==> config.mk <==
export PLATFORM = sky130hd
export DESIGN_NAME = frame_reader
export DESIGN_NICKNAME = d
export VERILOG_FILES = /design/src/rtl/frame_reader.sv
export SDC_FILE = /design/constraint.sdc
export NUM_CORES = 1
export LEC_CHECK = 0
export CAP_MARGIN = 20
export CELL_PAD_IN_SITES_DETAIL_PLACEMENT = 1
export CELL_PAD_IN_SITES_GLOBAL_PLACEMENT = 2
export CORE_ASPECT_RATIO = 1.25
export CORE_UTILIZATION = 30
export CTS_CLUSTER_SIZE = 40
export DETAILED_ROUTE_END_ITERATION = 16
export GPL_TIMING_DRIVEN = 1
export HOLD_SLACK_MARGIN = 0.02
export PLACE_DENSITY_LB_ADDON = 0.1
export SLEW_MARGIN = 20
export SYNTH_ARGS = -nofsm -noshare
export SYNTH_HDL_FRONTEND = slang
export SYNTH_SLANG_ARGS = --single-unit
==> constraint.sdc <==
create_clock -name clk -period 11.1 [get_ports clk]
set_input_delay 2.22 -clock clk [delete_from_list [all_inputs] [get_ports clk]]
set_output_delay 2.22 -clock clk [all_outputs]
set_load 0.05 [all_outputs]
==> src/rtl/frame_reader.sv <==
// Frame reader: fetches a frame as 16-pixel read bursts and streams the pixels into a store FIFO.
// Optional read timeout with sticky error is built when FRAME_READER_TIMEOUT_EN is defined.
//
// state     | meaning
// IDLE      | waiting for init_done before issuing the next burst
// CMD       | one-cycle read command for the current burst address
// WAIT_DATA | collecting 8 read beats into the burst buffer
// DRAIN     | writing 16 buffered pixels to the store FIFO, stalling while full
// ERROR     | read timeout; all strobes held low until reset
module frame_reader #(
    parameter int          FRAME_WIDTH    = 640,
    parameter int          FRAME_HEIGHT   = 480,
    parameter logic [20:0] BASE_ADDR      = 21'd0,
    parameter int          TIMEOUT_CYCLES = 256
) (
    input  logic        clk,
    input  logic        reset,
    input  logic        init_done,
    output logic        cmd,
    output logic        cmd_en,
    output logic [20:0] addr,
    input  logic [31:0] rd_data,
    input  logic        rd_data_valid,
    input  logic        store_queue_full,
    output logic        store_wr_en,
    output logic [16:0] store_queue_data,
    output logic        frame_done,
    output logic        error
);

    localparam int NUM_BURSTS = (FRAME_WIDTH * FRAME_HEIGHT) / 16;
    localparam int BIDX_W     = (NUM_BURSTS > 1) ? $clog2(NUM_BURSTS) : 1;
    localparam logic [BIDX_W-1:0] LAST_BURST = BIDX_W'(NUM_BURSTS - 1);

    typedef enum logic [2:0] {IDLE, CMD, WAIT_DATA, DRAIN, ERROR} state_t;

    state_t            state, state_nxt;
    logic [20:0]       burst_addr;
    logic [BIDX_W-1:0] burst_idx;
    logic [2:0]        beat_cnt;
    logic [3:0]        pix_idx;
    logic [31:0]       beat_buf [8];
    logic [31:0]       cur_beat;
    logic [15:0]       cur_pix;
    logic              beat_take;
    logic              last_beat;
    logic              burst_end;
    logic              timed_out;

    assign beat_take = (state == WAIT_DATA) && rd_data_valid;
    assign last_beat = beat_take && (beat_cnt == 3'd7);
    assign burst_end = (state == DRAIN) && !store_queue_full && (pix_idx == 4'd15);
    assign cur_beat  = beat_buf[pix_idx[3:1]];
    assign cur_pix   = pix_idx[0] ? cur_beat[31:16] : cur_beat[15:0];

`ifdef FRAME_READER_TIMEOUT_EN
    localparam int TMO_W = $clog2(TIMEOUT_CYCLES + 1);

    logic [TMO_W-1:0] tmo_cnt;
    logic             error_q;

    // Loaded with TIMEOUT_CYCLES-2 so ERROR is entered exactly TIMEOUT_CYCLES after the CMD cycle.
    always_ff @(posedge clk) begin
        if (reset) begin
            tmo_cnt <= '0;
            error_q <= 1'b0;
        end else begin
            if (state == CMD)
                tmo_cnt <= TMO_W'(TIMEOUT_CYCLES - 2);
            else if (state == WAIT_DATA && tmo_cnt != '0)
                tmo_cnt <= tmo_cnt - 1'b1;
            if (state_nxt == ERROR)
                error_q <= 1'b1;
        end
    end

    assign timed_out = (state == WAIT_DATA) && (tmo_cnt == '0);
    assign error     = error_q;
`else
    assign timed_out = 1'b0;
    assign error     = 1'b0;
`endif

    always_ff @(posedge clk) begin
        if (reset) begin
            state      <= IDLE;
            burst_addr <= BASE_ADDR;
            burst_idx  <= '0;
            beat_cnt   <= '0;
            pix_idx    <= '0;
        end else begin
            state <= state_nxt;
            if (state == CMD)
                beat_cnt <= '0;
            else if (beat_take)
                beat_cnt <= beat_cnt + 3'd1;
            if (state == DRAIN && !store_queue_full)
                pix_idx <= pix_idx + 4'd1;
            if (burst_end) begin
                if (burst_idx == LAST_BURST) begin
                    burst_addr <= BASE_ADDR;
                    burst_idx  <= '0;
                end else begin
                    burst_addr <= burst_addr + 21'd16;
                    burst_idx  <= burst_idx + 1'b1;
                end
            end
        end
    end

    always_ff @(posedge clk) begin
        if (beat_take)
            beat_buf[beat_cnt] <= rd_data;
    end

    always_comb begin
        state_nxt        = state;
        cmd              = 1'b0;
        cmd_en           = 1'b0;
        addr             = burst_addr;
        store_wr_en      = 1'b0;
        store_queue_data = '0;
        frame_done       = 1'b0;
        case (state)
            IDLE: begin
                if (init_done)
                    state_nxt = CMD;
            end
            CMD: begin
                cmd_en    = 1'b1;
                state_nxt = WAIT_DATA;
            end
            WAIT_DATA: begin
                // A final beat landing on the last allowed cycle wins over the timeout.
                if (last_beat)
                    state_nxt = DRAIN;
                else if (timed_out)
                    state_nxt = ERROR;
            end
            DRAIN: begin
                store_wr_en      = !store_queue_full;
                store_queue_data = {(burst_idx == '0) && (pix_idx == 4'd0), cur_pix};
                frame_done       = burst_end && (burst_idx == LAST_BURST);
                if (burst_end)
                    state_nxt = init_done ? CMD : IDLE;
            end
            ERROR: state_nxt = ERROR;
            default: state_nxt = IDLE;
        endcase
    end

endmodule

==> summary.md, run 1 <==
| Metric | Value |
|---|---|
| Status | `finished clean` |
| Core area | `39220 sq um` |
| CTS root buffer | `clkbuf_16` |
| Rel. slew slack | `33.05%` |
| Clk pin slew, worst setup/hold paths | `60 ps` |
| Syn. warnings | `0` |
| Pleak | `around 0.0042 uW` |
| Final non-filler cell total | `1309` |
| Setup violations, final | `0` |
| Vias in the first global route | `7211` |
| Yosys reg bits | `301` |
| Global-route wire length before repair | `44.95 mm` |
| Clock Path Buffers | `3` |
| Grt ovf | `0` |
| Library cells used by synthesis | `50` |
| CP startpoint kind | `input pin` |
| DRC viols | `0` |
| Vias | `6575` |
| Htree depth | `2` |
| Worst-Skew Late Latency | `530 ps` |
| Initial Utilization | `between 30% and 40%` |
| Final TNS setup | `0 ps` |
| Setup ws final | `4456 ps` |
| Final period util | `59.86%` |
| CTS tree | `built` |
| Die area | `40630 sq um` |
| Power per cell area | `164.1 nW/um^2` |
| Crit path time final | `6644 ps` |
| Worst-path fanout max | `16` |
| RSZ-0062 raised after global routing | `false` |
| Hold depth | `2` |
| Measured slew at the worst slew-check pin | `roughly 1000 ps` |
| Worst min-delay path class | `flop to flop` |
| Gate count of the mapped netlist | `696` |
| Routed Antenna Nets | `0` |
| Die width | `between 150 and 200 um` |
| TritonRoute pass-1 iters | `6` |
| Critical Path Sink Type | `output pin` |
| Max-slew violation count | `0` |
| EDFF count, synth | `256` |
| GRT Total Usage | `14.95%` |
| Worst EP required | `8880 ps` |
| Setup slack, reg-to-reg | `8300 ps` |
| Asr flop ratio synth | `0%` |
| Routed len/inst | `22.90 um` |
| Synth Flop Type | `edfxtp_1` |
| Postcts setup bufs | `0` |
| Fin nets | `~830` |
| Pin count of the biggest net entering global routing | `42` |
| Maximum clock frequency | `150.5 MHz` |
| Die Span Y | `225.1 um` |
| Hold_sp | `addr[20]$_SDFFE_PP0P_` |
| Cts repair resizes | `0` |
| Max_cap viols | `0` |
| Worst Path Class, Setup | `input pin to output pin` |
| Num rows | `81` |
| Starting DRC count in detailed routing | `between 300 and 400` |
| ANT cells | `0` |
| Hold Fails Final Rpt | `0` |
| Reg2reg end | `beat_buf[4][5]$_DFFE_PP_` |
| GP Congestion | `slightly above 0.7` |
| Hold buffers post-CTS | `0` |
| Initial antenna violation count | `1` |
| Share of layout cells above drive strength 1 | `between 10% and 20%` |
| # clock sinks | `301` |
| Clock Skew | `21.27 ps` |
| Avg Cell Area, Syn | `17.16 sq um` |
| Worst vdd ir | `0.00007941 V` |
| CP endpoint | `frame_done` |
| Placement Cell Area | `13310 sq um` |
| Critical path data arrival time | `4420 ps` |
| R2R cell count | `5` |
| Vias/cell | `5.023` |
| Total power | `2357 uW` |
| Pre-CTS WS | `4454 ps` |
| CP startpoint | `store_queue_full` |
| Cell area after synthesis | `11950 sq um` |
| Port bufs | `73` |
| Total Routed Length | `29.98 mm` |
| Seq/Total Area, Yosys | `71.89%` |
| IO Pins | `80` |
| HPWL Detailed | `17.56 mm` |
| Total CTS buffers | `34` |
| P&R area growth vs syn | `20.22%` |
| Finished Cell Area | `14360 sq um` |
| Reg2reg start | `state[1]$_SDFFE_PP0P_` |
| Cells after DPL | `1249` |
## where the power goes
part / switching (uW) / internal [uW]
Clock: 463 / 606
Sequential: 2.81 / 1230
Combinational: 35.3 / 20.4
Total: 502 / 1860
## registers in the layout (all words and copies together) (netlist names), named ones only
| signal | flops |
|---|---|
| pix_idx | 4 |
| state | 3 |
| beat_buf | 256 |
| addr | 17 |
| burst_idx | 15 |
| beat_cnt | 3 |
## critical path, cell delays in order
cell	delay, ps
clkdlybuf4s50_1	440
nand4bb_4	380
clkinv_1	250
nand2_1	160
nor2_1	140
clkdlybuf4s50_1	830
## stage by stage
step	hold slack, ps	util (%)
after floorplan	461.9	-
after global placement	458.3	33.94
after CTS	494.5	36.62
final	491.0	36.62
after global routing	501.7	36.62
after detailed placement	486.1	33.94
## worst min path at each step
stage	to	slack (ps)
2_1_floorplan	burst_idx[1]$_SDFFE_PP0P_	460
3_3_place_gp	addr[20]$_SDFFE_PP0P_	460
3_5_place_dp	addr[20]$_SDFFE_PP0P_	490
4_1_cts	addr[20]$_SDFFE_PP0P_	490
5_1_grt	addr[20]$_SDFFE_PP0P_	500
6_report	addr[20]$_SDFFE_PP0P_	490
## per-layer routing
layer / track usage [%] / wire length, um
met4: 4.742 / 684
met3: 2.683 / 984
met2: 26.74 / 15370
met1: 18.22 / 12930
met5: 0 / 13
## Yosys cell counts (2+ instances only)
master	instances	area share, %
nor4b_1	4	0.29
a21oi_1	21	0.88
nor2b_1	4	0.21
o21ai_0	26	1.1
dfxtp_1	45	7.5
inv_1	8	0.25
nand2b_1	5	0.26
nor3_1	7	0.29
nand3b_1	2	0.13
o211ai_1	15	0.94
or4_1	6	0.38
a22oi_1	16	1.0
or2_2	2	0.10
nor2_1	30	0.94
xnor2_1	13	0.95
nor4_1	9	0.47
buf_4	6	0.38
buf_2	10	0.42
mux4_2	48	9.0
xor2_1	3	0.22
clkbuf_1	15	0.47
edfxtp_1	256	64
nand4_1	8	0.42
nand2_1	20	0.63
o31ai_1	4	0.25
mux2i_1	49	4.1
and4_1	4	0.29
nand3_1	17	0.71
ha_1	7	0.73
buf_1	6	0.19
and3_1	3	0.16
or3_1	9	0.47
## area by class of cell
type | instances | area, sq um
Tap cell | 498 | 623.1
Multi-Input combinational cell | 353 | 3216
Clock inverter | 20 | 155.1
Inverter | 9 | 33.78
Clock buffer | 40 | 894.6
Fill cell | 3895 | 24860
Timing Repair Buffer | 88 | 843.3
Sequential cell | 301 | 8597
## kinds of logic after synthesis
group                      share of synthesized area [%]
and+or+nand+nor                                    6.441
other                                            0.03139
muxes                                              13.25
DFF                                                71.89
AOI/OAI and AO/OA                                  4.650
adders and majority gates                         0.7331
xor gates and xnor gates                           1.173
buffers and inverters                              1.833
## cells in the final DEF, fill, tap and decap left out, types with 3 or more instances in the layout
| cell type | instances |
|---|---|
| clkinv_1 | 6 |
| mux2i_1 | 49 |
| and4_1 | 4 |
| a21oi_1 | 21 |
| clkbuf_16 | 35 |
| xor2_1 | 3 |
| buf_4 | 15 |
| nor4_1 | 9 |
| o211ai_1 | 15 |
| and3_1 | 3 |
| nor2_4 | 6 |
| clkinv_2 | 8 |
| nor2b_1 | 3 |
| nor2_1 | 24 |
| nor4b_1 | 4 |
| nand4_1 | 8 |
| nand2b_1 | 5 |
| nor3_1 | 5 |
| ha_1 | 7 |
| a22oi_1 | 16 |
| inv_1 | 8 |
| clkbuf_1 | 5 |
| dfxtp_1 | 42 |
| or4_1 | 6 |
| clkdlybuf4s50_1 | 73 |
| xnor2_1 | 13 |
| conb_1 | 6 |
| o31ai_1 | 4 |
| o21ai_0 | 26 |
| nand3_1 | 17 |
| nand2_1 | 20 |
| edfxtp_1 | 256 |
| mux4_2 | 48 |
| or3_1 | 9 |
Power figures use the tool's default switching activity.
==> run 2: changes to the inputs <==
==> constraint.sdc (replaced) <==
create_clock -name clk -period 5.5 [get_ports clk]
set_input_delay 1.1 -clock clk [delete_from_list [all_inputs] [get_ports clk]]
set_output_delay 1.1 -clock clk [all_outputs]
set_load 0.05 [all_outputs]
==> run 2 against run 1 <==
Net effect: clock skew shrank 5.8 ps; cell count barely moved; global-route usage fell by 0.23 points; first-iteration DRC count is 12% lower; count of clock-buffer cells in the layout grew 4; flip-flop and latch count unchanged; non-clock buffer count unchanged; combinational power increased by 100%; highest routed layer unchanged; cell area increased by 0.36%.
==> summary.md, run 2 (same netlist as run 1, synthesis figures left out) <==
| Metric | Value |
|---|---|
| Critical Path Sink Type | `output pin` |
| Worst vdd ir | `~0.00016 V` |
| CTS tree | `built` |
| TritonRoute pass-1 iters | `4` |
| GP Congestion | `0.7107` |
| Pleak | `0.004237 uW` |
| Worst EP required | `4400 ps` |
| Footprint of the multi-input gates | `about 3200 sq um` |
| Total power | `4806 uW` |
| Starting DRC count in detailed routing | `305` |
| Final core occ | `a little under two fifths` |
| Share of layout cells above drive strength 1 | `16.01%` |
| Clk pin slew, worst setup/hold paths | `60 ps` |
| GRT Total Usage | `14.72%` |
| Global-route wire length before repair | `between 40 and 50 mm` |
| Initial antenna violation count | `1` |
| Postcts setup bufs | `0` |
| IO Pins | `80` |
| Worst Path Buf+Inv | `2` |
| Vias in the first global route | `between 7000 and 8000` |
| Initial Utilization | `30.46%` |
| Die Span Y | `225.1 um` |
| Hold Fails Final Rpt | `0` |
| Worst-path fanout max | `35` |
| Storage cell area | `about 8600 sq um` |
| Core area | `between 30000 and 40000 sq um` |
| Total CTS buffers | `35` |
| Setup violations, final | `0` |
| Number of flip-flops in the largest register | `256` |
| CP startpoint kind | `flop` |
| Fillers | `about 4000` |
| Die width | `180.5 um` |
| Routed len/inst | `22.37 um` |
| Critical path, cell by cell | `buf_4 > mux2_2 > nand2_1 > a311o_1 > o22ai_1 > clkdlybuf4s50_1` |
| CTS root buffer | `clkbuf_16` |
| Vias/cell | `4.966` |
| Max-slew violation count | `0` |
| HPWL Detailed | `17.44 mm` |
| Clock Path Buffers | `3` |
| Most frequent cells in the layout | `256 x edfxtp_1, 73 x clkdlybuf4s50_1, 49 x mux2i_1` |
| Total Routed Length | `a little under 30 mm` |
| Rel. slew slack | `41.78%` |
| RSZ-0062 raised after global routing | `false` |
| Clock Skew | `15.51 ps` |
| Cts repair resizes | `0` |
| Routed Antenna Nets | `0` |
| Htree depth | `2` |
| Port bufs | `73` |
| # clock sinks | `between 300 and 400` |
| Worst min-delay path class | `flop to flop` |
| Maximum clock frequency | `between 200 and 250 MHz` |
| DRC viols | `0` |
| Delay of the slowest critical-path stage | `850 ps` |
| Power per cell area | `333.4 nW/um^2` |
| Status | `finished clean` |
| Fin nets | `approximately 830` |
| Grt ovf | `0` |
| Num rows | `81` |
| Critical path data arrival time | `between 3000 and 4000 ps` |
| Crit path time final | `4645 ps` |
| Setup ws final | `855.0 ps` |
| Worst-Skew Late Latency | `530 ps` |
| Pre-CTS WS | `1082 ps` |
| Vias | `6506` |
| Final TNS setup | `0 ps` |
| Final period util | `84.45%` |
| Worst Path Class, Setup | `flop to output pin` |
| P&R area growth vs syn | `20.65%` |
| Measured slew at the worst slew-check pin | `about 870 ps` |
| Max_cap viols | `0` |
| ANT cells | `0` |
| Die area | `40630 sq um` |
| Hold buffers post-CTS | `0` |
| Pin count of the biggest net entering global routing | `52` |
| Crit path max-delay family | `buffers and inverters` |
| Slowest CP cell | `clkdlybuf4s50_1` |
| Largest reg by FF count | `beat_buf` |
| Hold slack | `~490 ps` |
| Commonest non-fill, non-tap cell in the layout | `edfxtp_1` |
[run 2: cell types whose count changed in the layout (fill, tap and decap cells not counted), sizes merged]
cell and delta:
clkbuf +4, bufinv +1, clkinvlp +2, clkinv -6
[run 2: stage by stage]
step                instance area [sq um]  instances
global route                        14410       1310
finish                              14410       1310
CTS                                 14410       1310
detailed placement                  13330       1249
global placement                    13330       1249
floorplan                           11970        701
[run 2: power breakdown]
part	internal [uW]	switching, uW	leakage [uW]	total (uW)
registers	2480	5.65	0.00267	2490
logic	40.8	70.9	0.00105	112
clock network	1300	908	0.000523	2210
total	3820	984	0.00424	4810
[run 2: final timing paths]
kind / start / endpoint / slack [ps] / cells past startpoint
setup / recovery: flop / store_queue_data[5] / 850 / 6
hold / removal: addr[20]$_SDFFE_PP0P_ / addr[20]$_SDFFE_PP0P_ / 490 / 2
setup reg to reg: state[1]$_SDFFE_PP0P_ / beat_buf[4][31]$_DFFE_PP_ / 2620 / 5
hold reg to reg: addr[20]$_SDFFE_PP0P_ / addr[20]$_SDFFE_PP0P_ / 490 / 2
[run 2: worst min-delay path, stage by stage, from the launching register on]
cell,delay (ps)
dfxtp_1,320
o31ai_1,60
a21oi_1,60
[run 2: final cells by class]
cell class                      count  area share, %
Clock buffer                       44          6.458
Clock inverter                     17          1.068
Sequential cell                   301          59.64
Inverter                            9         0.2344
Tap cell                          498          4.323
Timing Repair Buffer               88          5.938
Multi-Input combinational cell    353          22.34
[run 2: routing by layer]
metal	global-route usage, %	routed length, um	share of wire (%)
met1	18.17	12640	43
met2	26.33	15070	51
met3	2.440	1001	3.4
met4	4.411	575	2.0
met5	0	8	0.027
